$ cat config.mk
export PLATFORM = sky130hd
export DESIGN_NAME = prog_loader
export DESIGN_NICKNAME = d
export VERILOG_FILES = /design/src/rtl/prog_loader.sv
export SDC_FILE = /design/constraint.sdc
export NUM_CORES = 1
export LEC_CHECK = 0
export CAP_MARGIN = 20
export CORE_MARGIN = 4
export CORE_UTILIZATION = 37
export DETAILED_ROUTE_END_ITERATION = 12
export GPL_TIMING_DRIVEN = 0
export SYNTH_ARGS = -nofsm -noshare
export SYNTH_HDL_FRONTEND = slang
export SYNTH_SLANG_ARGS = --single-unit
$ cat constraint.sdc
create_clock -name Clock -period 1.57 [get_ports Clock]
set_input_delay 0.314 -clock Clock [delete_from_list [all_inputs] [get_ports Clock]]
set_output_delay 0.314 -clock Clock [all_outputs]
set_load 0.02 [all_outputs]
$ cat src/rtl/prog_loader.sv
// Instruction-memory loader: packs a 4-bit nibble stream into 16-bit words, writes them
// to sequential addresses from 0, then raises Run to release the processor.
module prog_loader #(
  parameter int ADDR_W = 5,
  parameter int DATA_W = 16
) (
  input  logic              Clock,
  input  logic              Reset,
  input  logic              Start,
  input  logic [ADDR_W:0]   Count,
  input  logic              Nib_valid,
  input  logic [3:0]        Nib,
  output logic              Nib_ready,
  output logic [ADDR_W-1:0] wr_addr,
  output logic [DATA_W-1:0] wr_data,
  output logic              wren,
  output logic              Busy,
  output logic              Run
);

  typedef enum logic [1:0] {S_IDLE, S_COLLECT, S_WRITE, S_RUN} state_t;

  localparam logic [ADDR_W:0] MAX_WORDS = {1'b1, {ADDR_W{1'b0}}};

  state_t              r_state;
  logic [ADDR_W:0]     r_words_left;
  logic [ADDR_W-1:0]   r_addr;
  logic [1:0]          r_nib_cnt;
  logic [DATA_W-1:0]   r_buf;
  logic [DATA_W-1:0]   r_wr_data;
  logic [ADDR_W-1:0]   r_wr_addr;

  logic [ADDR_W:0]     w_load_cnt;
  logic [DATA_W-1:0]   w_shift;

  assign w_load_cnt = (Count > MAX_WORDS) ? MAX_WORDS : Count;
  assign w_shift    = {r_buf[DATA_W-5:0], Nib};

  always_ff @(posedge Clock or posedge Reset) begin
    if (Reset) begin
      r_state      <= S_IDLE;
      r_words_left <= '0;
      r_addr       <= '0;
      r_nib_cnt    <= '0;
      r_buf        <= '0;
      r_wr_data    <= '0;
      r_wr_addr    <= '0;
    end else begin
      case (r_state)
        // A Start in RUN restarts the load exactly as from IDLE.
        S_IDLE, S_RUN: begin
          if (Start) begin
            r_words_left <= w_load_cnt;
            r_addr       <= '0;
            r_nib_cnt    <= '0;
            r_state      <= (Count == '0) ? S_RUN : S_COLLECT;
          end
        end
        S_COLLECT: begin
          if (Nib_valid) begin
            r_buf     <= w_shift;
            r_nib_cnt <= r_nib_cnt + 2'd1;
            if (r_nib_cnt == 2'd3) begin
              r_state   <= S_WRITE;
              r_wr_addr <= r_addr;
              r_wr_data <= w_shift;
            end
          end
        end
        S_WRITE: begin
          r_addr       <= r_addr + ADDR_W'(1);
          r_words_left <= r_words_left - (ADDR_W+1)'(1);
          r_state      <= (r_words_left == (ADDR_W+1)'(1)) ? S_RUN : S_COLLECT;
        end
        default: r_state <= S_IDLE;
      endcase
    end
  end

  // Write address/data are captured on entry to WRITE and hold afterwards; wren qualifies them.
  assign wr_addr   = r_wr_addr;
  assign wr_data   = r_wr_data;
  assign wren      = (r_state == S_WRITE);
  assign Nib_ready = (r_state == S_COLLECT);
  assign Busy      = (r_state == S_COLLECT) || (r_state == S_WRITE);
  assign Run       = (r_state == S_RUN);

endmodule

# Word-level counts from Yosys, hierarchy flattened
# Cells that the tools add are included.
[word_totals] regBits=48 latch_bits=0 mem_bits_rw=0 rom_bits=0 inputBits=14 out_inout_bits=25 n_memories=0
[op_classes] n_addsub=3 n_mul=0 div=0 n_lt_le_gt_ge=1 n_eq_ne=8 shifts=0 muxes=14 bitwise=0 reduce_logical=11
[op_table] op="2-bit 2-to-1 mux" n=7
[op_table] op="6-bit 2-to-1 mux" n=2
[op_table] op="6-bit case mux with 2 select lines" n=1
[op_table] op="5-bit case mux with 2 select lines" n=1
[op_table] op="3-bit AND reduction" n=3
[op_table] op="2-bit == test, second input constant" n=3
[op_table] op="6-bit by 1-bit == test with 1-bit output, second input constant" n=1
[op_table] op="6-bit > comparator, second input constant" n=1
[op_table] op="6-bit zero test" n=1
[op_table] op="2-bit case mux with 3 select lines" n=1
[op_table] op="6-bit by 1-bit subtractor with 6-bit output, second input constant" n=1
[op_table] op="5-bit by 1-bit adder with 5-bit output, second input constant" n=1
[op_table] op="5-bit 2-to-1 mux" n=1
[op_table] op="2-bit inequality test, second input constant" n=2
[op_table] op="2-bit case mux with 2 select lines" n=1
[op_table] op="2-bit AND reduction" n=2
[op_table] op="2-bit nonzero test" n=2
[op_table] op="2-bit by 1-bit adder with 2-bit output, second input constant" n=1
[op_table] op="2-bit by 1-bit == test with 1-bit output, second input constant" n=1
[op_table] op="2-bit zero test" n=1
[op_table] op="2-bit by 1-bit inequality test with 1-bit output, second input constant" n=1
[op_table] op="2-bit OR reduction" n=1
[op_table] op="1-bit logical OR" n=1

# Logic depth before layout (Yosys ltp)
[logic_depth] ltp_word=4 depth_mapped=7

# Worst setup path after synthesis
# Ideal clock, no wire load.
[synth_timing] kind="register to register" start="register r_state[0]" end="register r_words_left[5]" setup_ns=0.121 arrival_ns=1.582 required_time_ns=1.449 path_slack_ns=-0.133 stages_incl_launch_ff=7 path_buffers=1 period_less_slack_ns=1.703 path_cell_list="dfrtp_1 > inv_1 > ha_1 > buf_4 > nor4b_1 > a31oi_1 > o22a_1"
[synth_lines] item="start: declaration" line_no="25" source="state_t r_state;"
[synth_lines] item="start signal: assignment" line_no="56" source="r_state <= (Count == '0) ? S_RUN : S_COLLECT;"
[synth_lines] item="start signal: assignment" line_no="73" source="r_state <= (r_words_left == (ADDR_W+1)'(1)) ? S_RUN : S_COLLECT;"
[synth_lines] item="2-bit == test *"
[synth_lines] item="named net wren" line_no="16" source="output logic wren,"
[synth_lines] item="2-bit nonzero test (no line)"
[synth_lines] item="2-bit AND reduction (no line)"
[synth_lines] item="end signal: assignment" line_no="53" source="r_words_left <= w_load_cnt;"
[synth_lines] item="end signal: assignment" line_no="72" source="r_words_left <= r_words_left - (ADDR_W+1)'(1);"
[synth_lines] item="end: declaration" line_no="26" source="logic [ADDR_W:0] r_words_left;"
# Mark *: on every way through the listed nets, which the timed path passes. The rest lies on a longest branch.
# A chain may end at the register's enable or synchronous reset.

# Final worst setup path
[layout_timing] start="register r_state[0]" end="output Nib_ready"
[layout_via] elab_chain_len=1
[layout_lines] item="2-bit by 1-bit == test with 1-bit output" line_no="84" source="assign Nib_ready = (r_state == S_COLLECT);"
[layout_lines] item="end: declaration" line_no="13" source="output logic Nib_ready,"
# No other way between the ends.

==> key figures <==
Finish
  – Antenna diodes: 0
  – Layout overhead on the synthesized area: 41.0%
  – Area of the multi-input gates: 943 um^2
  – Finished Cell Area: 0.00301 mm^2
  – Number of filler cells placed in the layout: 495
  – Layout Cells excl Fill: 305
  – Highest-count cells in the layout ignoring fill and taps: dfrtp_1 (48), mux2_2 (33), dlygate4sd2_1 (19)
  – Flip-flop and latch area: 0.00120 mm^2
  – Final net count: 254
  – Commonest non-fill, non-tap cell in the layout: dfrtp_1
  – Fraction of final layout cells with drive strength greater than 1: 0.356

Global route
  – Congestion Overflow GR: 0
  – Met2 global-route usage: 0.239
  – GRT Util Overall: 0.142
  – Global routing met3 resource utilization: 0.0375
  – Layer carrying the most global-route usage: met2
  – Vias in the first global route: 1674
  – Number of antenna violations at the first check in global routing: 0
  – Pin count of the biggest net entering global routing: 26
  – Global-route wire length before repair: 8.07 mm
  – Met1 routing resource usage after global routing: 0.173

STA
  – Setup repair after global routing missed its margin: yes
  – Setup-violating endpoint count in the final report: 3
  – Final Hold Viols: 0
  – Clock period minus final worst setup slack: 1580 ps
  – Highest attainable clock frequency: 634 MHz
  – Max Slew Vio Count: 0
  – Min setup slack post-route: -7.10 ps
  – Fraction of the cycle the final worst path needs: 1.00
  – Least-Margin Pin Slew: 527 ps
  – Tightest slew margin relative to the limit: 0.648
  – Largest clock skew in the final design: 6.10 ps

Route
  – Drt wl/cell: 15.8 um
  – Per-cell via count in the routed design: 5.20
  – DRC violation count after routing: 0
  – Total via count after detailed routing: 1585
  – Violation count after the first detailed-route iteration: 35
  – Pre-Repair DR Iteration Count: 4
  – Final wirelength: 4.83 mm
  – Antenna-violating nets left: 0

Clocking
  – CTS tree: built
  – Worst skew pair latency: 300 ps
  – Hold Buf Count CTS: 0
  – Sink count of the clock tree: 48
  – CTS Buffer Depth: 2
  – Number of buffers created by CTS: 5
  – Number of H-tree levels: 2
  – CTS Root Buffer Type: clkbuf_8
  – Worst-path clk slew: 90 ps

Critical path
  – Setup crit start: r_state[0]
  – RR Endpoint: r_words_left[5]
  – Endpoint of the worst setup timing path: Nib_ready
  – R2r worst-path depth: 6
  – Data arrival time of the worst path: 1260 ps
  – Slack of the worst reg-to-reg path: 0 ps
  – Data required time at the worst endpoint: 1260 ps
  – Crit path capture type: primary output
  – Worst-path maximum fanout: 5
  – Beginning of the worst register-to-register path: r_state[0]
  – Critical Path Start Type: register
  – Critical path type: reg2out

Pwr
  – PD cells: 1890 mW/mm^2
  – Overall Power: 5680 uW
  – Leak pwr: 0.00148 uW
  – Worst IR drop on VDD: 0.886 mV

Job
  – Number of maximum-capacitance violations: 0

Die
  – DIE AREA: 0.00705 mm^2
  – Placeable core area: 0.00554 mm^2
  – Vertical extent of the die: 84.0 um
  – Number of top-level pins: 39
  – Site Rows: 27
  – Starting utilization of the core area: 0.386
  – Die width: 84.0 um

Synth
  – Sequential share of the synthesized area: 0.562
  – Synthesized net count: 190
  – Number of distinct library cells after synthesis: 33
  – Share of synthesized cell area in and, or, nand and nor gates: 0.0650
  – Combinational family with the most area after synthesis: multiplexers
  – Synth Area in Compound Gates: 0.108
  – FF+latch count, synth: 48
  – Synth Area per Inst: 12.7 um^2
  – Share of synthesized cell area in full adder, half adder and majority cells: 0.0469
  – Cells after synthesis: 168
  – Yosys warning count: 0
  – Cell area after technology mapping: 0.00214 mm^2
  – Multiplexer fraction of the synthesized cell area: 0.185
  – Post-synthesis xor/xnor area fraction: 0

Hold path
  – Path category of the worst min-delay check: in2async

Placement
  – Dpl cells: 279
  – HPWL after DPL: 3.21 mm
  – Final weighted congestion in routability-driven placement: 0.798
  – Port bufs: 38
  – Dpl cell area: 0.00265 mm^2

Outcome
  – Failing checks: setup timing
  – Result of the run: finished with violations
[Yosys cell counts]
| cell type | instances | area (um^2) |
|---|---|---|
| dfrtp_1 | 48 | 1200 |
| mux2_2 | 33 | 372 |
| o21ai_0 | 12 | 60.1 |
| inv_1 | 10 | 37.5 |
| nand2_1 | 10 | 37.5 |
| ha_1 | 8 | 100 |
| nand3_1 | 7 | 35.0 |
| buf_2 | 5 | 25.0 |
| a21oi_1 | 3 | 15.0 |
| nor2_1 | 3 | 11.3 |
| a21boi_0 | 2 | 15.0 |
| a21o_1 | 2 | 15.0 |
| a22o_1 | 2 | 17.5 |
| a32oi_1 | 2 | 17.5 |
| nor2b_1 | 2 | 12.5 |
| o31ai_1 | 2 | 15.0 |
| a21boi_2 | 1 | 11.3 |
| a221oi_1 | 1 | 8.76 |
| a22oi_1 | 1 | 7.51 |
| a31oi_1 | 1 | 6.26 |
| and3b_1 | 1 | 8.76 |
| buf_4 | 1 | 7.51 |
| mux2i_1 | 1 | 10.0 |
| mux2i_2 | 1 | 13.8 |
| nand2b_1 | 1 | 6.26 |
| nand3b_1 | 1 | 7.51 |
| nor4b_1 | 1 | 8.76 |
| o21ai_1 | 1 | 5.00 |
| o22a_1 | 1 | 8.76 |
| o22ai_1 | 1 | 6.26 |
| o311ai_1 | 1 | 8.76 |
| o31ai_2 | 1 | 12.5 |
| or4_4 | 1 | 11.3 |
[power breakdown]
group | internal, uW | total (uW) | switching [uW]
logic | 1460 | 2770 | 1310
registers | 1690 | 1980 | 296
clock network | 480 | 922 | 442
total | 3630 | 5680 | 2050
[per-layer routing]
| layer | routed length (um) | up-vias | share of wire |
|---|---|---|---|
| met4 | 126 | 0 | 0.026 |
| met3 | 308 | 15 | 0.064 |
| li1 | - | 730 | - |
| met5 | 0 | - | 0 |
| met1 | 1980 | 777 | 0.41 |
| met2 | 2420 | 63 | 0.50 |
[layout make-up]
type / count / area share
inverters: 10 / 0.0133
flip-flops and latches: 48 / 0.399
multi-input cells: 104 / 0.313
clock inverters: 3 / 0.0158
clock buffers: 5 / 0.0229
plain buffers: 6 / 0.0216
well taps: 72 / 0.0299
repair buffers: 57 / 0.184
[worst min path at each step]
| stage | from | end | slack (ps) | cells after the start |
|---|---|---|---|---|
| after floorplan | r_addr[4] | r_addr[4] | 450 | 1 |
| after global placement | r_buf[8] | wr_data[12] | 480 | 1 |
| after detailed placement | r_buf[11] | r_buf[11] | 490 | 1 |
| after CTS | Reset | r_nib_cnt[0] | 380 | 2 |
| after global routing | Reset | wr_data[6] | 390 | 2 |
| final | Reset | r_nib_cnt[0] | 360 | 2 |
[critical path, stage by stage (launching register included)]
cell and delay [ps]:
dfrtp_1 410, buf_6 130, buf_6 110, ha_4 180, buf_6 130
[kinds of logic (layout without fill, tap and decap cells)]
family                   count (synthesis)  count (layout)
adder cells (fa/ha/maj)                  8               8
flip-flops                              48              48
multiplexers                            35              35
AND/OR/NAND/NOR                         27              27
AO/OA/AOI/OAI                           34              34
buffers and inverters                   16              81
[repair_timing]
action,4_1_cts,5_1_grt
buffers inserted,9,5
pin swaps,1,5
gates resized for setup,54,17
endpoints found under the setup margin,68,38
cloned,3,1
[state kept, by name, indices dropped and copies added (netlist names)]
name / flops
r_addr: 5
wr_data: 16
r_state: 2
r_words_left: 6
wr_addr: 5
r_buf: 12
r_nib_cnt: 2
[through the flow]
| step | hold WS, ps | setup WS [ps] | TNS [ps] | utilization |
|---|---|---|---|---|
| after detailed placement | 492 | -251 | -8990 | 0.478 |
| after floorplan | 448 | -4.08 | -4.08 | - |
| final | 357 | -7.10 | -14.4 | 0.544 |
| after global placement | 482 | -766 | -44090 | 0.474 |
| after CTS | 376 | -114 | -135 | 0.523 |
| after global routing | 393 | -76.1 | -806 | 0.544 |
(Power assumes the default switching activity.)
